<file path="src/rtl/spi_tx_pkg.sv">
// Shared types and constants for the ST7735R SPI transmitter.
package spi_tx_pkg;

   typedef enum logic [2:0] {
      StIdle,
      StSetup,
      StShiftH,
      StShiftL,
      StGap
   } tx_state_e;

   typedef enum logic [1:0] {
      KindCmd,
      KindData8,
      KindPixel
   } tx_kind_e;

   localparam int unsigned BitCntW = 5;

   localparam logic [7:0] OpNop     = 8'h00;
   localparam logic [7:0] OpSwreset = 8'h01;
   localparam logic [7:0] OpDispoff = 8'h28;
   localparam logic [7:0] OpDispon  = 8'h29;
   localparam logic [7:0] OpCaset   = 8'h2A;
   localparam logic [7:0] OpRaset   = 8'h2B;
   localparam logic [7:0] OpRamwr   = 8'h2C;

   // Command wins when both kind flags are set.
   function automatic tx_kind_e decode_kind(input logic is_cmd, input logic is_pixel);
      if (is_cmd) begin
         return KindCmd;
      end else if (is_pixel) begin
         return KindPixel;
      end
      return KindData8;
   endfunction

   function automatic logic [BitCntW-1:0] kind_bits(input tx_kind_e kind);
      return (kind == KindPixel) ? BitCntW'(16) : BitCntW'(8);
   endfunction

endpackage

</file>
<file path="src/rtl/spi_tx_halfper_tick.sv">
// Half-period divider: counts 0..HALF_PERIOD-1, wraps, ticks on the last count.
module spi_tx_halfper_tick #(
   parameter int unsigned HALF_PERIOD = 2
) (
   input  logic mco,
   input  logic rst_n,
   input  logic i_restart,
   output logic o_tick
);

   localparam logic [7:0] LastCnt = 8'(HALF_PERIOD - 1);

   logic [7:0] r_cnt;
   logic       w_last;

   assign w_last = (r_cnt == LastCnt);
   assign o_tick = w_last;

   always_ff @(posedge mco) begin
      if (!rst_n) begin
         r_cnt <= 8'd0;
      end else if (i_restart || w_last) begin
         r_cnt <= 8'd0;
      end else begin
         r_cnt <= r_cnt + 8'd1;
      end
   end

endmodule

</file>
<file path="src/rtl/spi_st7735_tx_master.sv">
// SPI mode-0 transmitter for ST7735R command/data/pixel transfers.
// Optional SPI_TX_CS_HOLD_EN: back-to-back transfers keep CS low and skip the gap.
module spi_st7735_tx_master
   import spi_tx_pkg::*;
#(
   parameter int unsigned HALF_PERIOD = 2,
   parameter int unsigned CS_GAP      = 2
) (
   input  logic        mco,
   input  logic        rst_n,
   input  logic [15:0] i_tx_data,
   input  logic        i_tx_is_cmd,
   input  logic        i_tx_is_pixel,
   input  logic        i_tx_valid,
   output logic        o_tx_ready,
   output logic        o_done_pls,
   output logic        SPI_CLK,
   output logic        SPI_CS,
   output logic        SPI_MOSI,
   output logic        DC
);

   localparam logic [7:0] GapLast = 8'(CS_GAP - 1);

   tx_state_e          r_state;
   tx_state_e          w_state_nxt;
   logic [15:0]        r_shift;
   logic               r_dc;
   logic [BitCntW-1:0] r_bit_cnt;
   logic [7:0]         r_gap_cnt;
   logic               r_done;

   logic     w_tick;
   logic     w_restart;
   logic     w_load;
   logic     w_shift;
   logic     w_bit_dec;
   logic     w_done_nxt;
   logic     w_ready;
   logic     w_active;
   tx_kind_e w_kind;

   assign w_kind    = decode_kind(i_tx_is_cmd, i_tx_is_pixel);
   // Divider held at zero outside the bit-timed states so SETUP always starts aligned.
   assign w_restart = (r_state == StIdle) || (r_state == StGap);

   spi_tx_halfper_tick #(
      .HALF_PERIOD (HALF_PERIOD)
   ) u_tick (
      .mco       (mco),
      .rst_n     (rst_n),
      .i_restart (w_restart),
      .o_tick    (w_tick)
   );

   always_comb begin
      w_state_nxt = r_state;
      w_load      = 1'b0;
      w_shift     = 1'b0;
      w_bit_dec   = 1'b0;
      w_done_nxt  = 1'b0;
      w_ready     = 1'b0;
      unique case (r_state)
         StIdle: begin
            w_ready = 1'b1;
            if (i_tx_valid) begin
               w_load      = 1'b1;
               w_state_nxt = StSetup;
            end
         end
         StSetup: begin
            if (w_tick) begin
               w_state_nxt = StShiftH;
            end
         end
         StShiftH: begin
            if (w_tick) begin
               w_shift     = 1'b1;
               w_state_nxt = StShiftL;
            end
         end
         StShiftL: begin
            if (w_tick) begin
               if (r_bit_cnt == BitCntW'(1)) begin
                  w_done_nxt  = 1'b1;
                  w_state_nxt = StGap;
`ifdef SPI_TX_CS_HOLD_EN
                  w_ready = 1'b1;
                  if (i_tx_valid) begin
                     w_load      = 1'b1;
                     w_state_nxt = StSetup;
                  end
`endif
               end else begin
                  w_bit_dec   = 1'b1;
                  w_state_nxt = StShiftH;
               end
            end
         end
         StGap: begin
            if (r_gap_cnt == GapLast) begin
               w_state_nxt = StIdle;
            end
         end
         default: begin
            w_state_nxt = StIdle;
         end
      endcase
   end

   always_ff @(posedge mco) begin
      if (!rst_n) begin
         r_state   <= StIdle;
         r_shift   <= 16'd0;
         r_dc      <= 1'b0;
         r_bit_cnt <= '0;
         r_gap_cnt <= 8'd0;
         r_done    <= 1'b0;
      end else begin
         r_state <= w_state_nxt;
         r_done  <= w_done_nxt;
         if (w_load) begin
            // Byte transfers are left-aligned so MOSI always comes from bit 15.
            r_shift   <= (w_kind == KindPixel) ? i_tx_data : {i_tx_data[7:0], 8'h00};
            r_dc      <= (w_kind != KindCmd);
            r_bit_cnt <= kind_bits(w_kind);
         end else begin
            if (w_shift) begin
               r_shift <= {r_shift[14:0], 1'b0};
            end
            if (w_bit_dec) begin
               r_bit_cnt <= r_bit_cnt - BitCntW'(1);
            end
         end
         if (r_state == StGap) begin
            r_gap_cnt <= r_gap_cnt + 8'd1;
         end else begin
            r_gap_cnt <= 8'd0;
         end
      end
   end

   assign w_active   = (r_state == StSetup) || (r_state == StShiftH) || (r_state == StShiftL);
   assign SPI_CLK    = (r_state == StShiftH);
   assign SPI_CS     = ~w_active;
   assign SPI_MOSI   = w_active & r_shift[15];
   assign DC         = r_dc;
   assign o_tx_ready = w_ready;
   assign o_done_pls = r_done;

endmodule

</file>
<file path="config.mk">
export PLATFORM = sky130hd
export DESIGN_NAME = spi_st7735_tx_master
export DESIGN_NICKNAME = d
export VERILOG_FILES = /design/src/rtl/spi_tx_pkg.sv /design/src/rtl/spi_tx_halfper_tick.sv /design/src/rtl/spi_st7735_tx_master.sv
export SDC_FILE = /design/constraint.sdc
export NUM_CORES = 1
export LEC_CHECK = 0
export CAP_MARGIN = 20
export CELL_PAD_IN_SITES_DETAIL_PLACEMENT = 1
export CELL_PAD_IN_SITES_GLOBAL_PLACEMENT = 1
export CORE_MARGIN = 2
export CORE_UTILIZATION = 42
export DETAILED_ROUTE_END_ITERATION = 10
export PLACE_DENSITY_LB_ADDON = 0.1
export SYNTH_ARGS = -nofsm -noshare
export SYNTH_HDL_FRONTEND = slang
export SYNTH_SLANG_ARGS = --single-unit
</file>
<file path="constraint.sdc">
create_clock -name mco -period 2.1 [get_ports mco]
set_input_delay 0.42 -clock mco [delete_from_list [all_inputs] [get_ports mco]]
set_output_delay 0.42 -clock mco [all_outputs]
set_load 0.02 [all_outputs]
</file>
==> results of run 1 <==
synthesized netlist by cell type (2+ instances only):
master	n	area share, %
inv_1	6	1.1
ha_1	6	3.5
mux2i_1	8	3.8
dfxtp_1	42	40
xnor2_1	4	1.6
a31o_1	8	3.3
o21a_1	2	0.71
buf_4	2	0.71
clkbuf_1	4	0.71
buf_2	7	1.6
a211oi_1	9	3.2
nor2_1	19	3.4
or3_1	3	0.88
nand2_1	13	2.3
o21ai_0	9	2.1
nor3_1	4	0.94
nor4b_2	2	1.4
o211a_1	8	3.8
nor3b_1	2	0.71
nand3_1	25	5.9
a31oi_1	4	1.2
a21oi_1	3	0.71
or2_2	2	0.59
xor2_1	10	4.1
and3_1	6	1.8
metal layers:
| metal | vias up | track usage [%] | part of all wire, % |
|---|---|---|---|
| met4 | 0 | 6.43 | 1.2 |
| met1 | 859 | 24.8 | 46 |
| met5 | - | 0 | 0 |
| met2 | 30 | 33.5 | 47 |
| met3 | 7 | 4.82 | 5.4 |
| li1 | 894 | - | - |
per-stage QoR:
stage	std cells	utilization, %	power, uW	cell area (um2)
floorplan	230	-	1030	2130
global placement	322	52.6	1150	2530
detailed placement	322	52.6	1160	2530
CTS	330	55.5	1950	2670
global route	330	55.5	2010	2680
finish	330	55.5	1930	2680
layout by cell type, fill, tap and decap left out, drive strengths merged, types with 8 or more instances in the layout:
master and instances:
a211oi 9, a31o 9, buf 13, clkdlybuf4s50 23, dfxtp 42, mux2i 8
nand2 13, nand3 25, nor2 21, o211a 8, o21ai 10, xor2 10
sequential cells by signal, summed over array words and instances (netlist names):
register,count
DC,1
u_tick.r_cnt,8
r_state,3
r_bit_cnt,5
r_shift,16
o_done_pls,1
r_gap_cnt,8
kinds of logic after synthesis:
kind of cell,share of synthesized area (%)
AND/OR/NAND/NOR,26.4
AO/OA/AOI/OAI,16.6
flip-flops,39.5
buffers and inverters,4.35
XOR/XNOR,5.76
multiplexers,3.76
adder cells (fa/ha/maj),3.53
worst max-delay path by stage:
stage	end	from	depth (start not counted)	slack, ns
6_report	SPI_CS	r_state[2]	2	0.1
2_1_floorplan	r_shift[13]	u_tick.r_cnt[1]	7	0.40
3_5_place_dp	r_shift[4]	i_tx_valid	6	0.08
4_1_cts	o_tx_ready	r_state[1]	3	0.01
3_3_place_gp	r_shift[1]	i_tx_valid	6	0.08
5_1_grt	r_bit_cnt[4]	u_tick.r_cnt[1]	6	0.04
where the power goes:
part           switching [uW]  internal (uW)  leakage (uW)
clock network             287            507     0.0000714
logic                     141            141      0.000650
registers                20.2            832      0.000342
total                     449           1480       0.00106
area by class of cell:
class | instances | share of cell area, %
multi-input cells | 168 | 44.9
flip-flops and latches | 42 | 31.4
repair buffers | 39 | 14.3
well taps | 67 | 3.13
clock buffers | 6 | 3.09
clock inverters | 2 | 2.25
inverters | 6 | 0.842
timing repair:
action,in CTS,in global routing
endpoints found under the setup margin,2,1
resized for setup,2,1
cloned,0,0
==> results.toml, run 1 <==
[yosys]
async_flop_share_pct = 0
yosysSeqAreaShare_pct = 39.5
synth_edf_count = 0
ys_ff_latch = 42
synthCells = 230
synth_ff_type = "dfxtp_1"
avgSynthCellArea_um2 = 9.25
synth_cell_types = 47
synth_warnings = 0
syn-num-nets = 257
syn_area_um2 = 2130

[clock_tree]
hold_buffers = 0
cts_tree = "built"
clock-sinks = 42
cts_buffers = 5
clockRootBuffer = "clkbuf_8"
clk_pin_slew_ns = 0.09
htree_levels = 2
clk_path_buf_depth = 2
insertion_delay_ns = 0.30
post_cts_buffers = 0

[sta]
worst_clock_skew_ns = 0.0132
worst_pin_slew_ns = 0.505
setup_viol = 0
period_share_pct = 95.4
finalMaxSlewViolations = 0
period_needed_ns = 2.00
final_hold_viol_count = 0
setup_ws_ns = 0.0974
rsz0062_at_grt = "no"
fin_hold_ws_ns = 0.477
slew_headroom_pct = 66.3
fmax_ghz = 0.499
setup-tns-final_ns = 0

[critical_path]
r2r-end = "r_bit_cnt[4]"
slowest_stage = "clkdlybuf4s50_1"
reg2reg_slack_ns = 0.22
critPathArrivalTime_ns = 1.58
cp_cell_sequence = "or2_2 -> clkdlybuf4s50_1"
worst-path-buf-inv = 1
endpoint_kind = "primary output"
timing.rr.start = "u_tick.r_cnt[1]"
reg2regPathDepth = 6
crit_family = "buffers and inverters"
cp.required_ns = 1.68
path_max_fanout = 7
start_kind = "register"
critPathMaxStageDelay_ns = 0.54
crit_type = "register to primary output"

[drt]
post_drt_wl_per_cell_um = 15.3
avgViaCountPerCell = 5.42
antenna_left = 0
wirelength_mm = 5.06
vias = 1790
drc = 0
drt_iter0_markers = 86
dr.pass1.iters = 4

[floorplan]
dieArea_um2 = 5650
pin_count = 27
rows = 25
die_y_um = 75.2
core_area_um2 = 4820
fp.dieW_um = 75.2
start_util_pct = 44.2

[power]
ir_worst_vdd_mv = 0.464
p_leak_uw = 0.00106
p_per_area_nw_per_um2 = 721

[place]
place.gp.congestion = 0.750
pre_cts_ws_ns = 0.0781
dp_hpwl_mm = 3.51
portBuffers = 26

[global_routing]
antenna_found_initial = 0
grt_usage_pct = 19.8
grt_max_degree = 35
grt_pass1_vias = 1761
grt_pass1_wl_mm = 8.40
grt-ovfl-total = 0

[hold_path]
hp-start = "r_shift[8]"
hold_path_class = "register to register"
hold_path_end = "r_shift[8]"
whs_path_depth = 1

[finish]
antenna_cells = 0
syn_to_final_growth_pct = 25.8
final_nets = 289
nFillCells = 573
multi_input_area_um2 = 1200
register_area_um2 = 841
drive_gt1_share_pct = 12.9

[job]
maxCapViolCount = 0

[status]
outcome = "finished, final reports clean"
No activity file was read; power rests on OpenSTA's default activity.
==> run 2: changes to the inputs <==
GPL_ROUTABILITY_DRIVEN = 1   (was default)
==> results of run 2 <==
No change in the layout: final DEF, timing and power equal those of run 1.
